<file path="config.mk">
export PLATFORM = sky130hd
export DESIGN_NAME = uart_rx_fifo_path
export DESIGN_NICKNAME = d
export VERILOG_FILES = /design/src/rtl/uart_rx_fifo_path.sv
export SDC_FILE = /design/constraint.sdc
export NUM_CORES = 1
export LEC_CHECK = 0
export CORE_ASPECT_RATIO = 1.4
export CORE_MARGIN = 5
export CORE_UTILIZATION = 40
export CTS_CLUSTER_DIAMETER = 80
export CTS_CLUSTER_SIZE = 8
export DETAILED_ROUTE_END_ITERATION = 10
export DONT_BUFFER_PORTS = 1
export PLACE_DENSITY = 0.52
export RECOVER_POWER = 100
export SYNTH_ARGS = -nofsm -noshare
export SYNTH_HDL_FRONTEND = slang
export SYNTH_SLANG_ARGS = --single-unit
export TNS_END_PERCENT = 50
</file>
<file path="constraint.sdc">
create_clock -name clk -period 5.6 [get_ports clk]
set_input_delay 1.12 -clock clk [delete_from_list [all_inputs] [get_ports clk]]
set_output_delay 1.12 -clock clk [all_outputs]
set_load 0.1 [all_outputs]
</file>
<file path="src/rtl/uart_rx_fifo_path.sv">
// UART receive path: 2-flop Rx synchroniser, frame deserialiser with
// majority-vote sampling, parity/stop checking, and a first-word-fall-through
// FIFO drained over a valid/ready handshake.
//
// state  | meaning
// IDLE   | line idle, waiting for a 1->0 edge on the synchronised line
// START  | qualifying the start bit; a high majority aborts as a false start
// DATA   | shifting in WIDTH_SIZE data bits, LSB first
// PARITY | sampling the parity bit (only when PF was latched)
// STOP   | sampling STOP_BITS stop bits; the last sample pushes the word
module uart_rx_fifo_path #(
  parameter int WIDTH_SIZE   = 16,
  parameter int CLKS_PER_BIT = 16,
  parameter int DEPTH        = 4,
  parameter int STOP_BITS    = 1,
  parameter int PARITY_ODD   = 0
) (
  input  logic                         clk,
  input  logic                         reset,
  input  logic                         Rx,
  input  logic                         PF,
  input  logic                         clr_overrun,
  input  logic                         ready,
  output logic                         valid,
  output logic [WIDTH_SIZE-1:0]        data,
  output logic                         err,
  output logic                         frame_err,
  output logic                         overrun,
  output logic [$clog2(DEPTH+1)-1:0]   count
);

  localparam int TW = $clog2(CLKS_PER_BIT);
  localparam int BW = (WIDTH_SIZE > 1) ? $clog2(WIDTH_SIZE) : 1;
  localparam int PW = $clog2(DEPTH);
  localparam int CW = $clog2(DEPTH + 1);
  localparam int EW = WIDTH_SIZE + 2;

  localparam logic [TW-1:0] T_M_LO  = TW'(CLKS_PER_BIT / 2 - 1);
  localparam logic [TW-1:0] T_M     = TW'(CLKS_PER_BIT / 2);
  localparam logic [TW-1:0] T_M_HI  = TW'(CLKS_PER_BIT / 2 + 1);
  localparam logic [TW-1:0] T_END   = TW'(CLKS_PER_BIT - 1);
  localparam logic [BW-1:0] B_LAST  = BW'(WIDTH_SIZE - 1);
  localparam logic          S_LAST  = 1'(STOP_BITS - 1);
  localparam logic          PAR_ODD = 1'(PARITY_ODD);
  localparam logic [CW-1:0] C_FULL  = CW'(DEPTH);

  typedef enum logic [2:0] {IDLE, START, DATA, PARITY, STOP} state_t;

  state_t state_q, state_d;

  logic                  rx_s1, rxs, rxs_d, armed;
  logic [1:0]            flush;
  logic [TW-1:0]         tick_q;
  logic [BW-1:0]         bit_q;
  logic                  stop_q;
  logic [WIDTH_SIZE-1:0] shreg_q;
  logic [WIDTH_SIZE:0]   sh_next;
  logic                  s0, s1, maj;
  logic                  err_q, ferr_q, pf_q;
  logic                  start_edge, push, stop_bad;
  logic [EW-1:0]         push_word;

  logic [EW-1:0]         mem [DEPTH];
  logic [EW-1:0]         last_q;
  logic [PW-1:0]         wr_q, rd_q;
  logic [CW-1:0]         cnt_q;
  logic                  do_pop, do_push;

  // Synchroniser plus arming. flush marks when rxs reflects the real line
  // rather than its reset value, so a line held low through reset never arms.
  always_ff @(posedge clk) begin
    if (!reset) begin
      rx_s1 <= 1'b1;
      rxs   <= 1'b1;
      rxs_d <= 1'b1;
      flush <= 2'b00;
      armed <= 1'b0;
    end else begin
      rx_s1 <= Rx;
      rxs   <= rx_s1;
      rxs_d <= rxs;
      flush <= {flush[0], 1'b1};
      if (flush[1] && rxs) armed <= 1'b1;
    end
  end

  assign start_edge = armed && rxs_d && !rxs;
  assign maj        = (s0 & s1) | (s0 & rxs) | (s1 & rxs);
  assign sh_next    = {maj, shreg_q};
  assign stop_bad   = ferr_q | ~maj;
  assign push_word  = {stop_bad, err_q, shreg_q};

  // FSM state register
  always_ff @(posedge clk) begin
    if (!reset) state_q <= IDLE;
    else        state_q <= state_d;
  end

  // Next-state logic and push strobe
  always_comb begin
    state_d = state_q;
    push    = 1'b0;
    unique case (state_q)
      IDLE:   if (start_edge) state_d = START;
      START: begin
        if (tick_q == T_M_HI && maj) state_d = IDLE;
        else if (tick_q == T_END)    state_d = DATA;
      end
      DATA:   if (tick_q == T_END && bit_q == B_LAST) state_d = pf_q ? PARITY : STOP;
      PARITY: if (tick_q == T_END) state_d = STOP;
      STOP: begin
        if (tick_q == T_M_HI && stop_q == S_LAST) begin
          push    = 1'b1;
          state_d = IDLE;
        end
      end
      default: state_d = IDLE;
    endcase
  end

  // Bit timing, sampling and frame assembly
  always_ff @(posedge clk) begin
    if (!reset) begin
      tick_q  <= '0;
      bit_q   <= '0;
      stop_q  <= 1'b0;
      shreg_q <= '0;
      s0      <= 1'b1;
      s1      <= 1'b1;
      err_q   <= 1'b0;
      ferr_q  <= 1'b0;
      pf_q    <= 1'b0;
    end else if (state_q == IDLE) begin
      tick_q <= '0;
      bit_q  <= '0;
      stop_q <= 1'b0;
      ferr_q <= 1'b0;
      if (start_edge) begin
        pf_q  <= PF;
        err_q <= 1'b0;
      end
    end else begin
      tick_q <= (tick_q == T_END) ? '0 : tick_q + 1'b1;
      if (tick_q == T_M_LO) s0 <= rxs;
      if (tick_q == T_M)    s1 <= rxs;
      if (tick_q == T_M_HI) begin
        if (state_q == DATA)   shreg_q <= sh_next[WIDTH_SIZE:1];
        if (state_q == PARITY) err_q   <= ((^shreg_q) ^ maj) != PAR_ODD;
        if (state_q == STOP && !maj) ferr_q <= 1'b1;
      end
      if (tick_q == T_END) begin
        if (state_q == DATA) bit_q  <= bit_q + 1'b1;
        if (state_q == STOP) stop_q <= stop_q + 1'b1;
      end
    end
  end

  assign do_pop  = valid && ready;
  assign do_push = push && (cnt_q != C_FULL || do_pop);

  // FIFO storage; contents are only observed through valid entries
  always_ff @(posedge clk) begin
    if (reset && do_push) mem[wr_q] <= push_word;
  end

  // FIFO pointers, occupancy, last-popped word and sticky overrun
  always_ff @(posedge clk) begin
    if (!reset) begin
      wr_q    <= '0;
      rd_q    <= '0;
      cnt_q   <= '0;
      last_q  <= '0;
      overrun <= 1'b0;
    end else begin
      if (do_push) wr_q <= wr_q + 1'b1;
      if (do_pop) begin
        rd_q   <= rd_q + 1'b1;
        last_q <= mem[rd_q];
      end
      if (do_push && !do_pop)      cnt_q <= cnt_q + 1'b1;
      else if (do_pop && !do_push) cnt_q <= cnt_q - 1'b1;
      if (push && !do_push)  overrun <= 1'b1;
      else if (clr_overrun)  overrun <= 1'b0;
    end
  end

  assign valid = (cnt_q != '0);
  assign count = cnt_q;
  assign {frame_err, err, data} = valid ? mem[rd_q] : last_q;

endmodule
</file>
---- Word level (Yosys, flattened, before mapping) ----
Memory sizes are Yosys's and may differ from the RTL's. A register that Yosys moved wholly into a read port is not among the register bits.
Index checks and enable logic that the tools add are counted.
word-level totals
  RAM bits ................................ 72
  memories ................................ 1
  flip-flop bits (word level) ............. 65
  output and inout bits ................... 23
memories
  memory  words  bits a word  read ports  clocked after Yosys merged registers in  write ports  line  source
  mem     4      18           1           1                                        1            63    logic [EW-1:0] mem [DEPTH];
cells by class
  reduce and logical (&&, ||, !) cells .... 36
  add/subtract/negate cells ............... 7
  eq/ne operators ......................... 15
  bitwise logic cells ..................... 11
  mux-type cells .......................... 24
operator list
  cell                   count
  $mux W3                9
  $mux W18               1
  $eq A4 B4 Y1 const B   4
  $reduce_xor A16 Y1     1
  $pmux W3 S5            1
  $logic_and A1 B1 Y1    13
  $reduce_and A2 Y1      6
  $mux W1                11
  $add A4 B1 Y4 const B  2
  $ne A2 B2 Y1 const B   4
  $reduce_bool A2 Y1     4
  $eq A3 B2 Y1 const B   2
  $ne A3 B3 Y1 const B   2
  $reduce_and A3 Y1      2
  $reduce_and A5 Y1      1
  $add A2 B1 Y2 const B  2
  $eq A4 B3 Y1 const B   1
  $logic_not A1 Y1       4
  $mux W2                2
  $not A1 Y1             4
  $add A3 B1 Y3 const B  1
  $and A1 B1 Y1          3
  $eq A3 B1 Y1 const B   1
  $eq A3 B3 Y1 const B   1
  9 further kinds        11

---- Longest topological paths before layout ----
  depth in word-level cells ............... 9
  mapped depth ............................ 11
  gate-level depth less buffers ........... 11

---- Worst setup path after synthesis ----
No wires, ideal clock.
  path type ............................... register to output
  from .................................... reg cnt_q[0], in the netlist count[0]
  to ...................................... out data[0]
  cell stages (with the launch flop) ...... 5
  path buffers ............................ 2
  data arrival time ....................... 2.623 ns
  data required time ...................... 4.480 ns
  path slack .............................. 1.857 ns
  cells stage by stage .................... dfxtp_1 or3_1 buf_2 buf_2 mux2_2
between the ends
  longest elaborated chain between the ends .. 2
RTL lines
  element                 line  source
  from (decl)             66    logic [CW-1:0] cnt_q;
  from (signal assigned)  180   if (do_push && !do_pop) cnt_q <= cnt_q + 1'b1;
  from (signal assigned)  181   else if (do_pop && !do_push) cnt_q <= cnt_q - 1'b1;
  $reduce_bool A3 Y1      187   assign valid = (cnt_q != '0);
  via valid               24    output logic valid,
  $mux W18                189   assign {frame_err, err, data} = valid ? mem[rd_q] : last_q;
  to (decl)               25    output logic [WIDTH_SIZE-1:0] data,
The timed path passes the listed nets, and every way through them passes these cells.

---- Final worst setup path ----
  from .................................... reg cnt_q[0], in the netlist count[0]
  to ...................................... out data[15]
between the ends
  longest elaborated chain between the ends .. 2
RTL lines
  element             line
  $reduce_bool A3 Y1  187
  $mux W18            189
No other way between the ends.

==> impl_metrics.env <==
export IMPL_area_growth_pct=14.0
export IMPL_min_period_over_period_pct=81.7
export IMPL_hold_viol_final=0
export IMPL_ys_seq_area_share_pct=60.6
export IMPL_cts_tree="done"
export IMPL_hold_path_class="reg2reg"
export IMPL_critPathMaxStageDelay_ps=1430
export IMPL_drive_gt1_share_pct=12.2
export IMPL_skew_ps=8.09
export IMPL_routed_wl_microns=10600
export IMPL_synth_fp_nets=440
export IMPL_die_h_microns=152
export IMPL_hold_ws_ps=406
export IMPL_power_switching_mw=1.68
export IMPL_cts_root_buf="clkbuf_16"
export IMPL_cpMaxStageDelayCell="or3_1"
export IMPL_worstSkewPairLatency_ps=410
export IMPL_max_cap_viol_count=1
export IMPL_synth_cell_types=51
export IMPL_violations="max-capacitance violations, max-slew violations"
export IMPL_numPortBuffers=0
export IMPL_p_per_area_mw_per_mm2=590
export IMPL_n_antenna_cell=0
export IMPL_path_max_fanout=20
export IMPL_dp_hpwl_microns=6660
export IMPL_setup_tns_ps=0
export IMPL_core_rowCount=52
export IMPL_crit_buf_inv=1
export IMPL_grt_pass1_wl_microns=17400
export IMPL_slew_violations=20
export IMPL_crit_family="simple AND/OR/NAND/NOR gates"
export IMPL_cts_setup_buffers=0
export IMPL_grt_pass1_vias=3226
export IMPL_ys_flop_type="edfxtp_1"
export IMPL_cp_required_ps=4480
export IMPL_synth_area_sq_mm=0.00578
export IMPL_synth_top_area_cell="edfxtp_1"
export IMPL_irDropWorstVdd_uv=285
export IMPL_power_frac_clock_pct=32.1
export IMPL_nets=444
export IMPL_synth_edf_count=72
export IMPL_core_area_sq_mm=0.0143
export IMPL_ys_async_sr_fraction_pct=0
export IMPL_dieArea_sq_mm=0.0170
export IMPL_cts_buffers=17
export IMPL_fp_dieW_microns=112
export IMPL_worstPathArrival_ps=3450
export IMPL_synth_avg_cell_area_sq_um=13.6
export IMPL_placed_cell_area_sq_mm=0.00595
export IMPL_pwr_share_seq_pct=29.9
export IMPL_p_comb_share_pct=38.0
export IMPL_vias=3153
export IMPL_cts_resized=0
export IMPL_overflow=0
export IMPL_io_pins=29
export IMPL_dr_pass1_iters=4
export IMPL_wl_per_cell_microns=16.8
export IMPL_post_place_ws_ps=1560
export IMPL_yosys_area_top_type_share_pct=37.4
export IMPL_leakage_nw=2.36
export IMPL_synthTopCellsByCount="edfxtp_1 (72), dfxtp_1 (67), nand2_1 (46), mux2i_1 (22), nor2b_1 (21)"
export IMPL_worst_pin_slew_ps=1900
export IMPL_sw_frac_of_total_pct=43.3
export IMPL_postLayoutCoreUtil_pct=46.0
export IMPL_crit_path_start_kind="flop"
export IMPL_globalRouteTotalUtil_pct=13.3
export IMPL_antenna_found_initial=0
export IMPL_grt_max_degree=63
export IMPL_cts_buffer_depth=2
export IMPL_cts_hold_buf=0
export IMPL_vias_per_cell=5.00
export IMPL_internal_power_mw=2.20
export IMPL_floorplan_initialDensity_pct=40.4
export IMPL_drc=0
export IMPL_max_clock_freq_mhz=219
export IMPL_final_area_sq_mm=0.00659
export IMPL_worst_slack_ps=1030
export IMPL_path_cells="buf_4, or3_1, mux2_1"
export IMPL_end_kind="primary output"
export IMPL_ant_nets=0
export IMPL_layoutNonFillerInstCount=630
export IMPL_p_total_mw=3.89
export IMPL_synth_cells=424
export IMPL_setup_viol=0
export IMPL_ys_warnings_count=0
export IMPL_gp_congestion=0.742
export IMPL_clock_sinks=139
export IMPL_rsz0062_at_grt="false"
export IMPL_synth_most_common_cell="edfxtp_1"
export IMPL_outcome="finished, violations left"
export IMPL_crit_type="reg2out"
export IMPL_cts_htree_levels=4
export IMPL_slew_headroom_pct=-26.9
export IMPL_synthTopCellsByArea="edfxtp_1 (37%), dfxtp_1 (23%), mux4_2 (7.0%)"
export IMPL_path_clk_slew_ps=60
export IMPL_drt_iter0_markers=87
export IMPL_synth_seq_cells=139
export IMPL_dp_cells=598
export IMPL_layout_min_cycle_time_ps=4570
==> logic make-up (layout without fill, tap and decap cells) <==
family	Yosys count	after routing	share of synthesized area [%]
AOI/OAI and AO/OA	37	37	4.40
xor gates and xnor gates	23	23	3.85
adders and majority gates	11	11	2.47
buffers and inverters	29	46	2.29
DFF	139	139	60.6
muxes	58	58	14.3
and+or+nand+nor	127	127	12.0
==> layer usage <==
| layer | vias to the layer above | GRT usage [%] | routed length, microns |
|---|---|---|---|
| met5 | - | 0 | 0 |
| met4 | 0 | 5.39 | 183 |
| met3 | 13 | 3.62 | 248 |
| met2 | 32 | 23.8 | 5700 |
| met1 | 1570 | 14.9 | 4480 |
| li1 | 1538 | - | - |
==> worst reg2reg max path: cells and delay by family, from the launching register on <==
family / cells / cell delay [ps]
buf+inv: 3 / 780
simple gates: 3 / 2620
flops: 1 / 310
fa+ha+maj: 2 / 530
xor+xnor: 1 / 70
compound gates: 1 / 150
==> sequential cells by signal, indices dropped and copies added (netlist names), 2 cells and up, named ones only <==
name / flops
flush: 2
count: 3
bit_q: 4
wr_q: 2
mem: 72
shreg_q: 16
tick_q: 4
rd_q: 2
last_q: 18
state_q: 3
==> area by class of cell <==
type / instances / area (sq um)
Sequential cell: 139 / 3500
Multi-Input combinational cell: 256 / 2110
Fill cell: 1318 / 7730
Clock buffer: 23 / 489
Clock inverter: 9 / 181
Inverter: 10 / 37.5
Tap cell: 189 / 236
Timing Repair Buffer: 4 / 30.0
==> power groups by stage <==
stage / registers [mW] / logic, mW / clock network (mW)
after detailed placement: 1.19 / 1.55 / 0
after global routing: 1.17 / 1.53 / 1.32
final: 1.16 / 1.48 / 1.25
after global placement: 1.19 / 1.53 / 0
after floorplan: 1.24 / 1.36 / 0
after CTS: 1.17 / 1.55 / 1.28
==> worst paths after layout <==
kind / startpoint / to / slack (ps) / depth (start not counted)
setup reg to reg: count[0] / count[2] / 1070 / 10
hold / removal: rx_s1 / rxs / 410 / 1
setup / recovery: count[0] / data[15] / 1030 / 3
hold reg to reg: rx_s1 / rxs / 410 / 1
==> placed cells by master (no fill, tap or decap), drive strengths merged, types with 2 or more instances in the layout <==
cell,n
nor3,7
o21ai,7
nand3,4
nor2b,21
a21oi,4
xor2,5
nand4,5
nand2b,5
dfxtp,67
inv,11
a21boi,20
ha,9
clkinv,2
xnor2,17
mux4,18
edfxtp,72
bufinv,5
clkbuf,23
mux2i,22
nor2,12
and3,7
mux2,18
buf,4
nand2,46
and2,8
or3,2
Power figures use the tool's default switching activity.
